--- config.mk ---
export PLATFORM = sky130hd
export DESIGN_NAME = simcomp_mem_unit
export DESIGN_NICKNAME = d
export VERILOG_FILES = /design/src/rtl/simcomp_mem_unit.sv
export SDC_FILE = /design/constraint.sdc
export NUM_CORES = 2
export LEC_CHECK = 0
export ABC_AREA = 1
export CAP_MARGIN = 10
export CORE_ASPECT_RATIO = 1.75
export CORE_MARGIN = 1
export CORE_UTILIZATION = 30
export CTS_BUF_LIST = sky130_fd_sc_hd__clkbuf_2 sky130_fd_sc_hd__clkbuf_4 sky130_fd_sc_hd__clkbuf_8
export DETAILED_ROUTE_END_ITERATION = 16
export HOLD_SLACK_MARGIN = 0.1
export PLACE_DENSITY = 0.47
export SYNTH_ARGS = -nofsm -noshare
export SYNTH_HDL_FRONTEND = slang
export SYNTH_SLANG_ARGS = --single-unit
--- constraint.sdc ---
create_clock -name clock -period 8.1 [get_ports clock]
set_input_delay 1.62 -clock clock [delete_from_list [all_inputs] [get_ports clock]]
set_output_delay 1.62 -clock clock [all_outputs]
set_load 0.05 [all_outputs]
--- src/rtl/simcomp_mem_unit.sv ---
// simcomp_mem_unit: word-addressed DEPTH x DATA_W main memory with req/ack handshake and a load port
// Core port : req/we/addr/wdata in, rdata/ack/err/busy out; ack is a one-cycle pulse,
//             err accompanies ack for out-of-range addresses (and parity faults).
// Load port : ld_valid/ld_addr/ld_data in, ld_ready out; accepted only while idle with no req.
// Option    : define MEM_PARITY_EN for a per-word even-parity bit and the par_inject input.
module simcomp_mem_unit #(
  parameter int DATA_W      = 16,
  parameter int ADDR_W      = 8,
  parameter int DEPTH       = 128,
  parameter int WAIT_STATES = 1
) (
  input  logic              clock,
  input  logic              reset,
  input  logic              req,
  input  logic              we,
  input  logic [ADDR_W-1:0] addr,
  input  logic [DATA_W-1:0] wdata,
  output logic [DATA_W-1:0] rdata,
  output logic              ack,
  output logic              err,
  output logic              busy,
  input  logic              ld_valid,
  input  logic [ADDR_W-1:0] ld_addr,
  input  logic [DATA_W-1:0] ld_data,
  output logic              ld_ready
`ifdef MEM_PARITY_EN
  ,
  input  logic              par_inject
`endif
);
  localparam int AW = $clog2(DEPTH);
  typedef enum logic [1:0] {IDLE, WAIT, ACCESS} state_t;
  state_t state;
  logic [3:0] cnt;
  logic we_q;
  logic [ADDR_W-1:0] addr_q;
  logic [DATA_W-1:0] wdata_q;
  logic [DATA_W-1:0] mem [DEPTH];
  logic in_range, ld_in_range, core_wr, ld_wr, bad;
  assign in_range    = 32'(addr_q) < DEPTH;
  assign ld_in_range = 32'(ld_addr) < DEPTH;
  assign ld_ready    = (state == IDLE) && !req && !reset;
  assign core_wr     = (state == ACCESS) && we_q && in_range && !reset;
  assign ld_wr       = ld_valid && ld_ready && ld_in_range;
`ifdef MEM_PARITY_EN
  logic par [DEPTH];
  assign bad = !in_range || (!we_q && ((^mem[addr_q[AW-1:0]]) != par[addr_q[AW-1:0]]));
  always_ff @(posedge clock) begin
    if (core_wr) par[addr_q[AW-1:0]] <= (^wdata_q) ^ par_inject;
    else if (ld_wr) par[ld_addr[AW-1:0]] <= (^ld_data) ^ par_inject;
  end
`else
  assign bad = !in_range;
`endif
  // Array is deliberately outside the reset domain: contents survive reset.
  always_ff @(posedge clock) begin
    if (core_wr) mem[addr_q[AW-1:0]] <= wdata_q;
    else if (ld_wr) mem[ld_addr[AW-1:0]] <= ld_data;
  end
  always_ff @(posedge clock) begin
    if (reset) begin
      state <= IDLE;
      cnt   <= '0;
      rdata <= '0;
      ack   <= 1'b0;
      err   <= 1'b0;
      busy  <= 1'b0;
    end else begin
      ack <= 1'b0;
      err <= 1'b0;
      case (state)
        IDLE: if (req) begin
          we_q    <= we;
          addr_q  <= addr;
          wdata_q <= wdata;
          busy    <= 1'b1;
          cnt     <= WAIT_STATES == 0 ? 4'd0 : 4'(WAIT_STATES - 1);
          state   <= WAIT_STATES == 0 ? ACCESS : WAIT;
        end
        WAIT: begin
          cnt   <= cnt - 4'd1;
          state <= cnt == 4'd0 ? ACCESS : WAIT;
        end
        ACCESS: begin
          if (!we_q && in_range) rdata <= mem[addr_q[AW-1:0]];
          ack   <= 1'b1;
          err   <= bad;
          busy  <= 1'b0;
          state <= IDLE;
        end
        default: state <= IDLE;
      endcase
    end
  end
endmodule
==> run summary <==
The run finished with clean final reports. The count of hold-fix buffers inserted at cts came out at 0. Of the synthesized area, sequential elements account for 0.747. The number of sinks on the clock net came out at 2098. The fill cell instance count of the final layout is 27465.

In the global route stage, overall resource usage came out at 0.190. The final hold violation count came out at 0. The total power divided by cell area is 233 mW/mm2. The length of the first detailed-routing pass in iterations came out at 8.

The critical path starts at reset. The kind of end point of the critical path is a flop. The number of enable-type register cells in the synthesized netlist is 2073. The max-slew violation total from the final report is 0. The number of distinct library cells after synthesis came out at 30.

The longest clock path from root to sink contains 4 buffers. The worst hold-check path type is flop to flop. The chip width is 402 um. The summed instance area of the synthesized netlist is 0.0840 mm2.

The initial standard-cell utilization of the core came out at 0.302. The slew of the pin with the lowest slew margin is 1.19 ns. The clock latency of the later-clocked register in the worst-skew pair is 0.98 ns. For this block, the routed nets add up to 276000 um of wire. The share of synthesized area in the top cell type comes to 0.741. The placeable core area is 0.278 mm2. Among all cell types in the netlist, the one instantiated most often is nand2_1. The setup TNS came out at 0 ns.

The instance area at placement came out at 0.0891 mm2. edfxtp_1 takes more of the synthesized area than any other cell. The y dimension of the die is 702 um. Buffers placed on the I/O ports in this run total 72. The number of maximum-capacitance violations is 0.

The static leakage power came out at 32.7 nW. The number of gates given a new drive strength after cts is 0. The number of antenna violations at the first check in global routing is 9. The total number of vias came out at 54824. The post-synthesis net count is 7067. For this run, the top clock speed supported by timing is 0.200 GHz. The floorplan row count is 256.

The post-synthesis sequential element count is 2098. Of all nets on the critical path, the largest fanout is 22. The final weighted congestion of routability-driven global placement came out at 0.874. The element type at the critical path start is an input pin. In the synthesized netlist the dominant register cell turns out to be edfxtp_1. The synthesized area divided by synthesized cell count is 12.0 um2. The relative max-transition margin came out at 0.201. The warning count from the yosys run came out at 0. By area the synthesized netlist is led by edfxtp_1 74%, nand3_1 12%, nand2_1 9.6%.

The final worst clock skew is 0.0638 ns. The detailed router finished its first iteration with 4987 violations. The number of setup violations in the final report came out at 0. The cell at the root of the clock tree is clkbuf_8. The endpoint arrival time on the critical path came out at 5.71 ns. In this run the most critical hold path is launched from cnt[0].

Setup repair after global routing left no endpoint under its margin. The utilization after layout came out at 0.343. The largest net degree at the start of global routing is 188. After synthesis, the most frequently instantiated cells are 2142 x nand2_1, 2073 x edfxtp_1, 2035 x nand3_1, 334 x clkbuf_1, 166 x nor2_1. The minimum clock period after layout is 5.01 ns. The share of cells above drive strength 1 came out at 0.0983. TritonCTS built the clock tree. Buffers added to address setup during post-CTS repair amount to 0. The per-cell routed wire length came out at 25.2 um. The worst register-to-register path begins at addr_q[0]. The layout-stage area growth over the synthesis result came out at 13.5%. The post-detailed-route via-to-cell ratio came out at 5.00. The cell count after synthesis came out at 7013. The placed wire-length estimate after detailed placement is 160000 um. The share of the clock period used by the worst path after layout came out at 0.618.

The worst setup path is of the input pin to flop kind. Across the VDD grid, the largest voltage drop is 0.000115 V. The finished cells cover 0.0954 mm2. Summing internal, switching and leakage power gives 22.2 mW. The clock-pin transition on the worst setup and hold timing paths came out at 0.06 ns. For this run the aggregate overflow at the end of global routing stands at 0. The minimum setup slack in the final design came out at 3.09 ns. In the routed design, unresolved DRC markers number 0. The CTS buffer count is 299. The net count of the finished layout is 7168. The data required time of the critical path came out at 8.80 ns. The number of nets with antenna violations after routing came out at 0.

The deepest level of the CTS H-tree is 5. The share of flip-flops with an asynchronous set or reset came out at 0. The post-placement setup slack came out at 1.77 ns.

The number of global-route vias before repair was 54559. The area of the die is 0.282 mm2. For this design the top-level I/O count stands at 73.

The global-route wire length before repair is 388000 um.
kinds of logic after synthesis:
kind of cell | after synthesis | share of synthesized area
adder cells (fa/ha/maj) | 1 | 0.000149
AND/OR/NAND/NOR | 4375 | 0.227
buffers and inverters | 524 | 0.0245
AO/OA/AOI/OAI | 15 | 0.00136
flip-flops | 2098 | 0.747
final cells by class:
class	count	area (um2)	share of cell area
multi-input combinational	4391	19400	0.203
antenna	6	15.0	0.000157
sequential	2098	62800	0.658
inverter	59	246	0.00258
timing repair buffer	265	2600	0.0273
tap	3612	4520	0.0474
clock buffer	400	4940	0.0518
clock inverter	123	923	0.00968
power breakdown:
| part | internal (mW) | leakage (nW) | switching (mW) | total [mW] |
|---|---|---|---|---|
| Clock | 4.42 | 3.08 | 4.11 | 8.53 |
| Sequential | 12.0 | 18.8 | 0.0134 | 12.0 |
| Combinational | 0.337 | 10.8 | 1.31 | 1.65 |
routing by layer:
metal,vias up,share of wire,GRT usage
met5,-,0.000025,0
met4,2,0.057,0.105
met3,522,0.050,0.0231
met2,1900,0.51,0.338
met1,27250,0.38,0.222
li1,25150,-,-
through the flow:
step,hold WS [ns],instances
global route,0.491,10951
CTS,0.458,10905
detailed placement,0.448,10382
global placement,0.449,10377
finish,0.451,10954
floorplan,0.426,7013
path summary, 6_finish.rpt:
| path | end | cells after the start | slack, ns |
|---|---|---|---|
| max | mem[67][1] | 9 | 3.09 |
| min | cnt[0] | 1 | 0.45 |
| max reg2reg | rdata[8] | 13 | 3.67 |
| min reg2reg | cnt[0] | 1 | 0.45 |
layout by cell type (no fill, tap or decap), types with 45 or more instances in the layout:
cell type,synthesis,routed
nand2_1,2142,2122
edfxtp_1,2073,2073
nand3_1,2035,2035
clkbuf_8,0,310
nor2_1,166,158
buf_4,3,146
clkbuf_4,0,90
clkdlybuf4s50_1,0,72
clkinv_1,2,63
inv_1,47,45
critical path, stage by stage:
cell	delay, ns
clkdlybuf4s50_1	0.49
buf_4	0.36
nor2_1	0.11
a31oi_1	0.82
clkinv_1	0.66
nand2_2	0.69
buf_4	0.39
nor2_1	0.20
buf_4	0.28
state kept, by name (all words and copies together) (netlist names):
signal and flops:
state 2, wdata_q 16, addr_q 8, ack 1, mem 2048, we_q 1
err 1, cnt 4, busy 1, rdata 16
(Power assumes the default switching activity.)
